<file path="config.mk">
export PLATFORM = sky130hd
export DESIGN_NAME = toe_conn_ctrl_flat
export DESIGN_NICKNAME = d
export VERILOG_FILES = /design/src/rtl/toe_conn_ctrl_if.sv /design/src/rtl/toe_conn_ctrl.sv /design/src/flat_wrapper.sv
export SDC_FILE = /design/constraint.sdc
export NUM_CORES = 1
export LEC_CHECK = 0
export ABC_AREA = 1
export CAP_MARGIN = 20
export CORE_ASPECT_RATIO = 0.8
export CORE_MARGIN = 5
export CORE_UTILIZATION = 35
export DETAILED_ROUTE_END_ITERATION = 12
export GPL_TIMING_DRIVEN = 0
export MAX_ROUTING_LAYER = met4
export PLACE_DENSITY = 0.59
export SLEW_MARGIN = 20
export SYNTH_ARGS = -nofsm -noshare
export SYNTH_HDL_FRONTEND = slang
export SYNTH_SLANG_ARGS = --single-unit
</file>
<file path="constraint.sdc">
create_clock -name clk -period 26.5 [get_ports clk]
set_input_delay 5.3 -clock clk [delete_from_list [all_inputs] [get_ports clk]]
set_output_delay 5.3 -clock clk [all_outputs]
set_load 0.01 [all_outputs]
</file>
<file path="src/rtl/toe_conn_ctrl_if.sv">
// Bus bundle for toe_conn_ctrl: Avalon-MM CSR port plus the request/completion port to the RAM searcher.
// Searcher handshake: rs_rq != 0 with the tuple outputs is a request held stable until one rs_done pulse completes it.
interface toe_conn_ctrl_if #(
    parameter int ID_W  = 8,
    parameter int MAC_W = 48
);
    logic [31:0]      writedata;
    logic             write;
    logic [31:0]      readdata;
    logic             read;
    logic             chipselect;
    logic [3:0]       address;
    logic             irq;
    logic [1:0]       rs_rq;
    logic [31:0]      rs_ip_src;
    logic [31:0]      rs_ip_dst;
    logic [MAC_W-1:0] rs_mac_src;
    logic [MAC_W-1:0] rs_mac_dst;
    logic [15:0]      rs_port_src;
    logic [15:0]      rs_port_dst;
    logic [ID_W-1:0]  rs_id_out;
    logic [ID_W-1:0]  rs_id_in;
    logic [7:0]       rs_error;
    logic             rs_done;

    modport slave (
        input  writedata, write, read, chipselect, address, rs_id_in, rs_error, rs_done,
        output readdata, irq, rs_rq, rs_ip_src, rs_ip_dst, rs_mac_src, rs_mac_dst,
               rs_port_src, rs_port_dst, rs_id_out
    );

    modport master (
        output writedata, write, read, chipselect, address, rs_id_in, rs_error, rs_done,
        input  readdata, irq, rs_rq, rs_ip_src, rs_ip_dst, rs_mac_src, rs_mac_dst,
               rs_port_src, rs_port_dst, rs_id_out
    );
endinterface

</file>
<file path="src/rtl/toe_conn_ctrl.sv">
// Queued CSR front end for the TOE connection table: command FIFO -> searcher sequencer -> result FIFO + irq.
// Optional WAIT timeout is enabled by defining TOE_CONN_CTRL_TIMEOUT_EN.
module toe_conn_ctrl #(
    parameter int DEPTH   = 4,
    parameter int ID_W    = 8,
    parameter int MAC_W   = 48,
    parameter int TIMEOUT = 1023
) (
    input  logic           clk,
    input  logic           rst,
    toe_conn_ctrl_if.slave bus,
    output logic [1:0]     state_dbg
);
    localparam int AW = $clog2(DEPTH);
    localparam int HW = MAC_W - 32;
    localparam logic [AW:0] FULL_CNT = DEPTH[AW:0];

    typedef struct packed {
        logic [1:0]       code;
        logic [31:0]      ip_src;
        logic [31:0]      ip_dst;
        logic [MAC_W-1:0] mac_src;
        logic [MAC_W-1:0] mac_dst;
        logic [15:0]      port_src;
        logic [15:0]      port_dst;
        logic [ID_W-1:0]  id;
    } cmd_t;

    typedef struct packed {
        logic [7:0]      error;
        logic            timeout;
        logic [1:0]      code;
        logic [ID_W-1:0] id;
    } res_t;

    typedef enum logic [1:0] {S_IDLE = 2'd0, S_WAIT = 2'd1, S_DONE = 2'd2} state_t;

    state_t           state, state_nx;
    cmd_t             cmd_mem [DEPTH];
    res_t             res_mem [DEPTH];
    logic [AW-1:0]    cmd_wp, cmd_rp, res_wp, res_rp;
    logic [AW:0]      cmd_cnt, res_cnt;
    logic [31:0]      ip_src, ip_dst;
    logic [MAC_W-1:0] mac_src, mac_dst;
    logic [15:0]      port_src, port_dst;
    logic [ID_W-1:0]  id_out;
    logic             irq_en, ovf;
    logic             wr, rd, in_wait, push_req;
    logic             cmd_full, cmd_empty, res_full, res_empty;
    logic             cmd_push, cmd_drop, cmd_pop, res_push, res_pop, tmo;
    cmd_t             head, cmd_in;
    res_t             res_head, res_in;
    logic [31:0]      rd_val;

    assign wr        = bus.write & bus.chipselect;
    assign rd        = bus.read & bus.chipselect;
    assign in_wait   = (state == S_WAIT);
    assign cmd_full  = (cmd_cnt == FULL_CNT);
    assign cmd_empty = (cmd_cnt == '0);
    assign res_full  = (res_cnt == FULL_CNT);
    assign res_empty = (res_cnt == '0);
    assign head      = cmd_mem[cmd_rp];
    assign res_head  = res_mem[res_rp];
    assign state_dbg = state;

    // A full command FIFO still accepts a push when the sequencer frees the head slot this cycle.
    assign push_req = wr && (bus.address == 4'h0) && (bus.writedata[1:0] != 2'b00);
    assign cmd_push = push_req && (!cmd_full || cmd_pop);
    assign cmd_drop = push_req && cmd_full && !cmd_pop;
    assign res_pop  = wr && (bus.address == 4'h1) && bus.writedata[0] && !res_empty;

    assign cmd_in = '{code: bus.writedata[1:0], ip_src: ip_src, ip_dst: ip_dst,
                      mac_src: mac_src, mac_dst: mac_dst, port_src: port_src,
                      port_dst: port_dst, id: id_out};

`ifdef TOE_CONN_CTRL_TIMEOUT_EN
    localparam int CW = $clog2(TIMEOUT + 1);
    logic [CW-1:0] wait_cnt;

    always_ff @(posedge clk or posedge rst) begin
        if (rst)           wait_cnt <= '0;
        else if (!in_wait) wait_cnt <= '0;
        else               wait_cnt <= wait_cnt + 1'b1;
    end

    // Fires on the TIMEOUT-th WAIT cycle; the counter would reach TIMEOUT on that edge.
    assign tmo = in_wait && (wait_cnt == CW'(TIMEOUT - 1));
`else
    assign tmo = 1'b0;
`endif

    always_ff @(posedge clk or posedge rst) begin
        if (rst) state <= S_IDLE;
        else     state <= state_nx;
    end

    always_comb begin
        state_nx = state;
        cmd_pop  = 1'b0;
        res_push = 1'b0;
        res_in   = '0;
        case (state)
            S_IDLE: if (!cmd_empty && !res_full) state_nx = S_WAIT;
            S_WAIT: begin
                if (bus.rs_done) begin
                    state_nx       = S_DONE;
                    cmd_pop        = 1'b1;
                    res_push       = 1'b1;
                    res_in.error   = bus.rs_error;
                    res_in.code    = head.code;
                    res_in.id      = bus.rs_id_in;
                end else if (tmo) begin
                    state_nx       = S_DONE;
                    cmd_pop        = 1'b1;
                    res_push       = 1'b1;
                    res_in.error   = 8'hFF;
                    res_in.timeout = 1'b1;
                    res_in.code    = head.code;
                end
            end
            S_DONE:  state_nx = S_IDLE;
            default: state_nx = S_IDLE;
        endcase
    end

    assign bus.rs_rq       = in_wait ? head.code     : 2'b00;
    assign bus.rs_ip_src   = in_wait ? head.ip_src   : '0;
    assign bus.rs_ip_dst   = in_wait ? head.ip_dst   : '0;
    assign bus.rs_mac_src  = in_wait ? head.mac_src  : '0;
    assign bus.rs_mac_dst  = in_wait ? head.mac_dst  : '0;
    assign bus.rs_port_src = in_wait ? head.port_src : '0;
    assign bus.rs_port_dst = in_wait ? head.port_dst : '0;
    assign bus.rs_id_out   = in_wait ? head.id       : '0;

    always_ff @(posedge clk) begin
        if (cmd_push) cmd_mem[cmd_wp] <= cmd_in;
        if (res_push) res_mem[res_wp] <= res_in;
    end

    always_ff @(posedge clk or posedge rst) begin
        if (rst) begin
            cmd_wp  <= '0;
            cmd_rp  <= '0;
            cmd_cnt <= '0;
            res_wp  <= '0;
            res_rp  <= '0;
            res_cnt <= '0;
        end else begin
            if (cmd_push) cmd_wp <= cmd_wp + 1'b1;
            if (cmd_pop)  cmd_rp <= cmd_rp + 1'b1;
            if (res_push) res_wp <= res_wp + 1'b1;
            if (res_pop)  res_rp <= res_rp + 1'b1;
            cmd_cnt <= cmd_cnt + {{AW{1'b0}}, cmd_push} - {{AW{1'b0}}, cmd_pop};
            res_cnt <= res_cnt + {{AW{1'b0}}, res_push} - {{AW{1'b0}}, res_pop};
        end
    end

    always_ff @(posedge clk or posedge rst) begin
        if (rst) begin
            ip_src   <= '0;
            ip_dst   <= '0;
            mac_src  <= '0;
            mac_dst  <= '0;
            port_src <= '0;
            port_dst <= '0;
            id_out   <= '0;
            irq_en   <= 1'b0;
            ovf      <= 1'b0;
        end else begin
            if (wr) begin
                case (bus.address)
                    4'h3: ip_src               <= bus.writedata;
                    4'h4: ip_dst               <= bus.writedata;
                    4'h5: mac_src[31:0]        <= bus.writedata;
                    4'h6: mac_src[MAC_W-1:32]  <= bus.writedata[HW-1:0];
                    4'h7: mac_dst[31:0]        <= bus.writedata;
                    4'h8: mac_dst[MAC_W-1:32]  <= bus.writedata[HW-1:0];
                    4'h9: {port_dst, port_src} <= bus.writedata;
                    4'hA: id_out               <= bus.writedata[ID_W-1:0];
                    4'hB: irq_en               <= bus.writedata[0];
                    default: ;
                endcase
            end
            if (cmd_drop)
                ovf <= 1'b1;
            else if (wr && (bus.address == 4'h1) && bus.writedata[2])
                ovf <= 1'b0;
        end
    end

    always_comb begin
        rd_val = '0;
        case (bus.address)
            4'h0: rd_val = {23'd0, (state != S_IDLE), 6'd0, bus.rs_rq};
            4'h1: rd_val = {8'd0, 8'(res_cnt), 8'(cmd_cnt), 5'd0, ovf, cmd_full, !res_empty};
            4'h2: if (!res_empty) begin
                rd_val[7:0]         = res_head.error;
                rd_val[8]           = res_head.timeout;
                rd_val[10:9]        = res_head.code;
                rd_val[16 +: ID_W]  = res_head.id;
            end
            4'h3: rd_val = ip_src;
            4'h4: rd_val = ip_dst;
            4'h5: rd_val = mac_src[31:0];
            4'h6: rd_val[HW-1:0] = mac_src[MAC_W-1:32];
            4'h7: rd_val = mac_dst[31:0];
            4'h8: rd_val[HW-1:0] = mac_dst[MAC_W-1:32];
            4'h9: rd_val = {port_dst, port_src};
            4'hA: rd_val[ID_W-1:0] = id_out;
            4'hB: rd_val[0] = irq_en;
            default: rd_val = '0;
        endcase
    end

    // readdata samples pre-write state, so a same-cycle write does not show until the next read.
    always_ff @(posedge clk or posedge rst) begin
        if (rst) begin
            bus.readdata <= '0;
            bus.irq      <= 1'b0;
        end else begin
            if (rd) bus.readdata <= rd_val;
            bus.irq <= irq_en & !res_empty;
        end
    end
endmodule

</file>
<file path="src/flat_wrapper.sv">
// flat-port wrapper written by rule: the top's interface ports become plain ports
module toe_conn_ctrl_flat 
#(
    parameter int DEPTH   = 4,
    parameter int ID_W    = 8,
    parameter int MAC_W   = 48,
    parameter int TIMEOUT = 1023
)
  (clk, rst, state_dbg, bus_writedata, bus_write, bus_read, bus_chipselect, bus_address, bus_rs_id_in, bus_rs_error, bus_rs_done, bus_readdata, bus_irq, bus_rs_rq, bus_rs_ip_src, bus_rs_ip_dst, bus_rs_mac_src, bus_rs_mac_dst, bus_rs_port_src, bus_rs_port_dst, bus_rs_id_out);
  toe_conn_ctrl_if #(.ID_W(ID_W), .MAC_W(MAC_W)) bus_i ();
  input  logic clk;
  input  logic rst;
  output logic [1:0] state_dbg;
  input wire logic [$bits(bus_i.writedata)-1:0] bus_writedata;
  input wire logic [$bits(bus_i.write)-1:0] bus_write;
  input wire logic [$bits(bus_i.read)-1:0] bus_read;
  input wire logic [$bits(bus_i.chipselect)-1:0] bus_chipselect;
  input wire logic [$bits(bus_i.address)-1:0] bus_address;
  input wire logic [$bits(bus_i.rs_id_in)-1:0] bus_rs_id_in;
  input wire logic [$bits(bus_i.rs_error)-1:0] bus_rs_error;
  input wire logic [$bits(bus_i.rs_done)-1:0] bus_rs_done;
  output wire logic [$bits(bus_i.readdata)-1:0] bus_readdata;
  output wire logic [$bits(bus_i.irq)-1:0] bus_irq;
  output wire logic [$bits(bus_i.rs_rq)-1:0] bus_rs_rq;
  output wire logic [$bits(bus_i.rs_ip_src)-1:0] bus_rs_ip_src;
  output wire logic [$bits(bus_i.rs_ip_dst)-1:0] bus_rs_ip_dst;
  output wire logic [$bits(bus_i.rs_mac_src)-1:0] bus_rs_mac_src;
  output wire logic [$bits(bus_i.rs_mac_dst)-1:0] bus_rs_mac_dst;
  output wire logic [$bits(bus_i.rs_port_src)-1:0] bus_rs_port_src;
  output wire logic [$bits(bus_i.rs_port_dst)-1:0] bus_rs_port_dst;
  output wire logic [$bits(bus_i.rs_id_out)-1:0] bus_rs_id_out;
  assign bus_i.writedata = bus_writedata;
  assign bus_i.write = bus_write;
  assign bus_i.read = bus_read;
  assign bus_i.chipselect = bus_chipselect;
  assign bus_i.address = bus_address;
  assign bus_i.rs_id_in = bus_rs_id_in;
  assign bus_i.rs_error = bus_rs_error;
  assign bus_i.rs_done = bus_rs_done;
  assign bus_readdata = bus_i.readdata;
  assign bus_irq = bus_i.irq;
  assign bus_rs_rq = bus_i.rs_rq;
  assign bus_rs_ip_src = bus_i.rs_ip_src;
  assign bus_rs_ip_dst = bus_i.rs_ip_dst;
  assign bus_rs_mac_src = bus_i.rs_mac_src;
  assign bus_rs_mac_dst = bus_i.rs_mac_dst;
  assign bus_rs_port_src = bus_i.rs_port_src;
  assign bus_rs_port_dst = bus_i.rs_port_dst;
  assign bus_rs_id_out = bus_i.rs_id_out;
  toe_conn_ctrl #(.DEPTH(DEPTH), .ID_W(ID_W), .MAC_W(MAC_W), .TIMEOUT(TIMEOUT)) u_core (.clk(clk), .rst(rst), .bus(bus_i), .state_dbg(state_dbg));
endmodule
</file>
==> run_results.csv <==
group,metric,value,unit
sta,postLayoutSetupSlackWorst,17.14,ns
die,die_w,411,um
cts,clock-sinks,1131,
yosys,ys_seq_elements,1131,
grt,grt_max_degree,102,
cts,cts.clk_slew.worst_paths,0.07,ns
setup_path,cp-end-kind,"primary output",
yosys,synth_commonest_cells,"nor2_1, edfxtp_1, o21ai_0, nand2_1, dfrtp_1",
cells_and_area,final_area,0.0550,mm2
pwr,total_leakage_power,20.2,nW
pwr,p_per_area,103,mW/mm2
cts,postCtsSetupRepairBufs,0,
yosys,synth_cells,3934,
route,wl_per_cell,24.4,um
setup_path,critPathLaunch,"u_core.cmd_rp[0]",
yosys,async_reset_ff_frac,0.222,
yosys,yosysWarningCount,0,
yosys,synth.net_count,4006,
cts,cts.hold.buffers_added,0,
die,core_area,0.127,mm2
setup_path,cpPeakStageDelay,0.72,ns
route,dr_wl_met3,16000,um
cells_and_area,postLayoutCoreUtil,0.432,
route,wirelength,150000,um
sta,rsz0062_at_grt,"false",
route,dr.pass1.iters,5,
yosys,synth-edff-count,880,
setup_path,arrival,4.06,ns
route,met2_length,66600,um
yosys,synthDistinctLibCells,30,
die,fp.dieArea,0.136,mm2
cts,clk_path_buf_depth,3,
cells_and_area,nets,4463,
grt,grt_pass1_vias,29900,
route,viasPerCell,5.21,
setup_path,slowest_stage,"a21oi_1",
pwr,peakVddDrop,54.4,uV
grt,grt_pass1_wl,213000,um
sta,finalSetupViolCount,0,
grt,track_usage,0.223,
place,dpl.hpwl,108000,um
place,gp_congestion,0.928,
min_path,hp-class,"reg -> reg",
setup_path,cp_max_fo,10,
sta,period_needed,9.36,ns
sta,fmaxAchievable,0.107,GHz
die,ios,295,
sta,maxSlewHeadroom,0.294,
flow_run,maxCapViolCount,0,
setup_path,path_delay_family,"buffers and inverters",
yosys,synth.area.top_cells,"edfxtp_1, dfrtp_1, nor2_1, o21ai_0, nand2_1",
place,io_buffers,293,
yosys,synth_ff_type,"edfxtp_1",
cells_and_area,drive_above_1_share,0.0858,
die,initial_utilization,0.353,
cts,clock_latency,0.74,ns
sta,period_share,0.353,
route,dr_total_vias,32100,
sta,drv_slew,0,
min_path,hold_start,"u_core.bus.readdata[22]",
route,drc,0,
route,wl_met1,63900,um
sta,skew,0.0321,ns
cts,cts_root_buffer,"clkbuf_16",
yosys,syn-mean-instance-area,11.4,um2
route,ant_nets,0,
cts,cts_buffers,111,
die,die_h,331,um
grt,overflow,0,
yosys,synth.most_common_cell,"nor2_1",
place,placed_area,0.0512,mm2
outcome,status,"finished, final reports clean",
sta,tightest_slew,1.06,ns
yosys,syn-cell-area,0.0449,mm2
setup_path,critPathKind,"reg -> out",
cts,post_cts_resized,0,
setup_path,crit_top_cell,"buf_2",
setup_path,crit_path_cell_trace,"buf_2 -> inv_2 -> buf_2 -> clkbuf_1 -> o21ai_0 -> a21oi_1 -> clkdlybuf4s50_1",
sta,fin_hold_ws,0.490,ns
cells_and_area,area_growth,22.3,%
setup_path,rr_startpoint,"u_core.state_dbg[1]",
setup_path,cp.buffers_inverters,5,
pwr,finalPower,5.67,mW
die,placementRows,117,
place,dpl_worst_slack,17.81,ns
yosys,ys_seq_area_frac,0.728,
yosys,post-synth-top-area-cell,"edfxtp_1",
place,dp.cells,5944,
cts,cts_max_level,3,
yosys,yosys.area.top_type_share,0.588,
grt,antenna_found_initial,11,
setup_path,start_kind,"register",
cts,cts_tree,"yes",
sta,hold_viol,0,
setup_path,crit_required,21.20,ns
sta,setup-tns-final,0,ns
route,highest_layer,"met4",
cells_and_area,finalNonFillerCells,6161,
route,first_iter_violations,3984,
registers in the layout, indices dropped and copies added, names as in the netlist, 3 cells and up:
signal / count
u_core.cmd_mem: 808
u_core.res_mem: 72
u_core.mac_dst: 48
u_core.mac_src: 48
u_core.bus.readdata: 32
u_core.ip_dst: 32
u_core.ip_src: 32
u_core.port_dst: 16
u_core.port_src: 16
u_core.id_out: 8
u_core.cmd_cnt: 3
u_core.res_cnt: 3
cells in the final DEF (no fill, tap or decap), types with 7 or more instances in the layout:
| cell type | n |
|---|---|
| buf_4 | 8 |
| nor2_4 | 13 |
| buf_6 | 7 |
| xor2_1 | 7 |
| edfxtp_1 | 880 |
| clkbuf_8 | 26 |
| clkinv_2 | 24 |
| nor2_1 | 904 |
| clkbuf_1 | 129 |
| nand4_1 | 11 |
| buf_12 | 16 |
| o22ai_1 | 11 |
| nand3_1 | 43 |
| buf_1 | 7 |
| buf_16 | 31 |
| nand2_1 | 583 |
| o21ai_1 | 37 |
| buf_2 | 109 |
| ha_1 | 12 |
| a21oi_1 | 222 |
| clkbuf_16 | 115 |
| inv_1 | 81 |
| dfrtp_1 | 251 |
| clkdlybuf4s50_1 | 293 |
| o21ai_0 | 616 |
kinds of logic (layout without fill, tap and decap cells):
group,count (synthesis),after routing,synth area share
XOR/XNOR,10,10,0.00195
other,0,6,0
adder cells (fa/ha/maj),14,14,0.00423
flip-flops,1131,1131,0.728
AND/OR/NAND/NOR,1568,1568,0.135
AO/OA/AOI/OAI,891,891,0.100
buffers and inverters,320,875,0.0312
path summary, 6_finish.rpt:
path | slack (ns) | end | cells after the start
max | 17.14 | bus_rs_ip_src[15] | 7
min | 0.49 | u_core.bus.readdata[22] | 2
max reg2reg | 23.44 | u_core.cmd_mem[2][96] | 10
min reg2reg | 0.49 | u_core.bus.readdata[22] | 2
max in group asynchronous | 20.13 | u_core.mac_src[43] | 4
min in group asynchronous | 5.00 | u_core.bus.readdata[22] | 2
metal layers:
metal,vias up,GRT usage
met5,-,-
met4,0,0.0558
met3,194,0.0612
met2,1496,0.326
met1,15900,0.309
li1,14500,-
report_power, final:
part / switching, mW / internal [mW]
Sequential: 0.167 / 2.07
Clock: 0.690 / 0.912
Combinational: 1.18 / 0.646
Total: 2.04 / 3.63
worst reg2reg max path, delay by kind of cell (launching register included):
family	cells	cell delay, ns
and+or+nand+nor	5	1.31
buffers and inverters	5	1.02
DFF	1	0.43
cell type report:
class	count	area, um2
clock buffer	169	3340
antenna	6	15.0
fill	11900	72400
timing repair buffer	344	4160
buffer	233	1070
tap	1666	2080
multi-input combinational	2483	10900
inverter	87	334
clock inverter	42	380
sequential	1131	32700
No activity file was read; power rests on OpenSTA's default activity.
